## src/rtl/logicnet_stream_ctrl.sv

```systemverilog
// Stream controller for the non-stallable LogicNet core: tags in-flight samples,
// buffers results in a FWFT FIFO and throttles input by credit so no result is lost.
module logicnet_stream_ctrl #(
  parameter int IN_W       = 512,
  parameter int OUT_W      = 2,
  parameter int PIPE_LAT   = 4,
  parameter int FIFO_DEPTH = 8,
  parameter int CNT_W      = 32
) (
  input  logic             clk,
  input  logic             rst,
  input  logic             s_valid,
  output logic             s_ready,
  input  logic [IN_W-1:0]  s_data,
  output logic [IN_W-1:0]  core_in,
  input  logic [OUT_W-1:0] core_out,
  output logic             m_valid,
  input  logic             m_ready,
  output logic [OUT_W-1:0] m_data,
  output logic             busy,
  output logic [CNT_W-1:0] result_cnt
);

  localparam int AW = (FIFO_DEPTH > 1) ? $clog2(FIFO_DEPTH) : 1;
  localparam int CW = $clog2(FIFO_DEPTH + 1);
  localparam int SW = $clog2(FIFO_DEPTH + PIPE_LAT + 1);

  logic [PIPE_LAT-1:0] vld;
  logic [OUT_W-1:0]    mem [FIFO_DEPTH];
  logic [AW-1:0]       wptr;
  logic [AW-1:0]       rptr;
  logic [CW-1:0]       count;
  logic [SW-1:0]       inflight;
  logic                acc;
  logic                wr;
  logic                pop;

  // Credit covers both buffered and in-flight results, so the FIFO can always absorb
  // every result the core is already committed to producing.
  always_comb begin
    inflight = SW'(count);
    for (int unsigned i = 0; i < PIPE_LAT; i++) begin
      inflight = inflight + SW'(vld[i]);
    end
  end

  assign s_ready = rst && (inflight < SW'(FIFO_DEPTH));
  assign acc     = s_valid && s_ready;
  assign core_in = acc ? s_data : '0;
  assign wr      = vld[PIPE_LAT-1];
  assign m_valid = (count != '0);
  assign pop     = m_valid && m_ready;
  assign m_data  = m_valid ? mem[rptr] : '0;
  assign busy    = m_valid || (vld != '0);

  always_ff @(posedge clk or negedge rst) begin
    if (!rst) begin
      vld        <= '0;
      wptr       <= '0;
      rptr       <= '0;
      count      <= '0;
      result_cnt <= '0;
    end else begin
      vld[0] <= acc;
      for (int unsigned i = 1; i < PIPE_LAT; i++) begin
        vld[i] <= vld[i-1];
      end
      if (wr) wptr <= wptr + 1'b1;
      if (pop) begin
        rptr       <= rptr + 1'b1;
        result_cnt <= result_cnt + 1'b1;
      end
      case ({wr, pop})
        2'b10:   count <= count + 1'b1;
        2'b01:   count <= count - 1'b1;
        default: count <= count;
      endcase
    end
  end

  always_ff @(posedge clk) begin
    if (wr) mem[wptr] <= core_out;
  end

endmodule
```

## config.mk

```make
export PLATFORM = sky130hd
export DESIGN_NAME = logicnet_stream_ctrl
export DESIGN_NICKNAME = d
export VERILOG_FILES = /design/src/rtl/logicnet_stream_ctrl.sv
export SDC_FILE = /design/constraint.sdc
export NUM_CORES = 1
export LEC_CHECK = 0
export CAP_MARGIN = 20
export CORE_AREA = 3 3 409 411
export CTS_BUF_LIST = sky130_fd_sc_hd__clkbuf_4
export DETAILED_ROUTE_END_ITERATION = 6
export DIE_AREA = 0 0 412 414
export DONT_BUFFER_PORTS = 1
export MAX_ROUTING_LAYER = met4
export PLACE_DENSITY = 0.3
export SLEW_MARGIN = 20
export SYNTH_ARGS = -nofsm -noshare
export SYNTH_HDL_FRONTEND = slang
export SYNTH_SLANG_ARGS = --single-unit
```

## constraint.sdc

```tcl
create_clock -name clk -period 2.92 [get_ports clk]
set_input_delay 0.438 -clock clk [delete_from_list [all_inputs] [get_ports clk]]
set_output_delay 0.438 -clock clk [all_outputs]
set_load 0.05 [all_outputs]
```

==> impl_metrics.ini <==
[outcome]
status = complete, but fails checks
violations = negative setup slack

[timing]
finalSetupViolCount = 513
hold_violations = 0
min_period_over_period_pct = 134
fin_crit_ns = 3.91
worst_slew_pin_slew_ns = 0.901
max_freq_mhz = 256
rsz0062_at_grt = true
holdWs_ns = 0.0917
max_slew_margin_pct = 40.0
setup_ws_ns = -0.991
maxSlewViolCount = 0
fin_worst_skew_ns = 0.0161

[finish]
final_net_count = 2083
finish.instance_area_mm2 = 0.0257
areaGrowthSynthToFinish_pct = 214
utilization_pct = 15.6
drive_gt1_share_pct = 86.6

[synth]
synthesis.nets = 1447
ys_seq_area_share_pct = 20.0
ys_warn_count = 0
ys_async_sr_fraction_pct = 74.2
syn_area_mm2 = 0.00817
ys_ff_latch = 62
ys.flop_type = dfrtp_1
avgSynthCellArea_um2 = 8.90
postSynthCellCount = 918
yosysUniqueCellTypes = 38
synth-edff-count = 16

[power]
ir_worst_vdd_v = 0.000360
p_leak_nw = 8.99
powerDensity_mw_per_mm2 = 652

[route]
via_per_inst = 3.23
first_pass_iters = 4
via_count = 12200
routed_wl_um = 113000
drtIter0Drc = 604
drc = 0
ant_nets = 0
post_drt_wl_per_cell_um = 29.9

[placement]
placed_cell_area_mm2 = 0.0236
dp_hpwl_um = 99400
port_buffers = 0
gp_congestion = 0.953

[floorplan]
num_rows = 149
design.core.area_mm2 = 0.164
fp.dieW_um = 412
fp.dieH_um = 414
die_area_mm2 = 0.171
start_util_pct = 4.97
top_level_ports = 1067

[cts]
cts_max_path_buffers = 2
cts_root_buf = clkbuf_4
path_clk_slew_ns = 0.11
htree_num_levels = 3
worstSkewPairLatency_ns = 0.44
numCtsBuffers = 9
numClockSinks = 62
cts_tree = done

[run]
cap_viol_max_count = 0

[critical_path]
worstPathCellList = fa_1 > ha_1 > a21o_1 > a21oi_4 > nor3_4 > buf_12 > buf_16 > nor4b_4 > buf_4 > buf_8
cp_top_family = buffers and inverters
critPathCaptureType = primary output
crit_type = reg -> out
r2r-start = vld[3]
cp.required_ns = 2.48
cp.arrival_ns = 3.47
timing.critical_path.buf_inv = 4
startpoint_type = register
crit_start = vld[3]
crit_slowest_cell = fa_1
crit_fanout = 24
max_stage_delay_ns = 0.55

[grt]
grt_max_degree = 61
grt_pass1_vias = 12000
grt_antenna_before_repair = 142
grt_overflow = 0
grt.total_usage_pct = 12.8
grt_pass1_wl_um = 141000

[hold_path]
hold_start = core_out[0]
min_path_type = in -> reg
## registers in the layout, summed over array words and instances (netlist names)
name        count
result_cnt     32
mem            16
count           4
vld             4
rptr            3
wptr            3
## cells in the final DEF, fill, tap and decap left out, types with 9 or more instances in the layout
| master | synthesis | routed |
|---|---|---|
| buf_12 | 0 | 208 |
| ha_1 | 9 | 9 |
| xor2_1 | 24 | 24 |
| edfxtp_1 | 16 | 16 |
| nor4b_4 | 0 | 258 |
| diode_2 | 0 | 28 |
| buf_6 | 2 | 154 |
| nor4b_2 | 0 | 254 |
| dfrtp_1 | 46 | 46 |
| buf_4 | 1 | 383 |
| buf_16 | 0 | 9 |
| nor4_1 | 10 | 10 |
| clkbuf_4 | 0 | 11 |
| nand2_1 | 16 | 15 |
| xnor2_1 | 14 | 14 |
| inv_1 | 15 | 15 |
| nor3_1 | 13 | 12 |
| buf_8 | 0 | 38 |
| nor2_1 | 15 | 15 |
## Yosys cell counts (9+ instances only)
master	count	area share, %
inv_1	15	0.69
nand2_1	16	0.73
ha_1	9	1.4
nor3_1	13	0.80
nor4b_1	512	55
dfrtp_1	46	14
buf_2	78	4.8
xnor2_1	14	1.5
nor2_1	15	0.69
edfxtp_1	16	5.9
xor2_1	24	2.6
nor4_1	10	0.77
clkbuf_1	88	4.0
## routing by layer
layer  track usage, %  share of wire [%]  vias up  routed length, µm
met5                -                  0        -                  0
met4             1.78                2.7        0               3000
met3             3.02                7.0      258               7850
met2             22.5                 51      821              57200
met1             14.9                 40     6053              44800
li1                 -                  -     5063                  -
## final timing paths
| kind | to | slack, ns | cells after the start |
|---|---|---|---|
| worst max-delay path | core_in[488] | -0.99 | 10 |
| worst min-delay path | mem[2][0] | 0.09 | 0 |
| worst max register to register | vld[0] | 0.40 | 8 |
| worst min register to register | vld[3] | 0.46 | 0 |
| max in group asynchronous | result_cnt[25] | 2.13 | 2 |
| min in group asynchronous | wptr[0] | 0.52 | 2 |
## cell families after synthesis
| kind of cell | Yosys count | synth area share (%) |
|---|---|---|
| XOR/XNOR | 38 | 4.07 |
| flip-flops | 62 | 20.0 |
| multiplexers | 11 | 2.01 |
| adder cells (fa/ha/maj) | 11 | 1.87 |
| buffers and inverters | 193 | 10.3 |
| AO/OA/AOI/OAI | 7 | 0.597 |
| AND/OR/NAND/NOR | 596 | 61.2 |
## cell type report
type / instances / area [µm²]
fillers: 18200 / 139000
inverters: 15 / 56.3
clock buffers: 11 / 82.6
clock inverters: 5 / 26.3
multi-input cells: 663 / 11200
flip-flops and latches: 62 / 1630
repair buffers: 803 / 9870
diodes: 28 / 70.1
well taps: 2189 / 2740
## timing repair
item                                    in CTS  in global routing
gates resized for setup                     94                 85
endpoints found under the setup margin     513                513
hold buffers                                 2                  0
pin swaps                                   22                 54
hold endpoints to repair                    46                  0
cloned                                       4                  7
setup buffers                               18                 21
## power by group
group,internal [mW],leakage [nW],switching [mW]
Combinational,5.85,8.21,9.15
Sequential,1.03,0.715,0.191
Clock,0.187,0.0642,0.341
Total,7.07,8.99,9.69
## stage by stage
step | cells | TNS [ns] | power (mW) | setup slack (ns)
3_5_place_dp | 3681 | -143.93 | 14.9 | -0.731
2_1_floorplan | 918 | -424.95 | 8.83 | -1.17
4_1_cts | 3720 | -437.08 | 16.2 | -1.03
5_1_grt | 3770 | -476.34 | 17.5 | -1.11
3_3_place_gp | 3681 | -164.76 | 14.8 | -0.729
6_report | 3776 | -383.64 | 16.8 | -0.991
(Power assumes the default switching activity.)
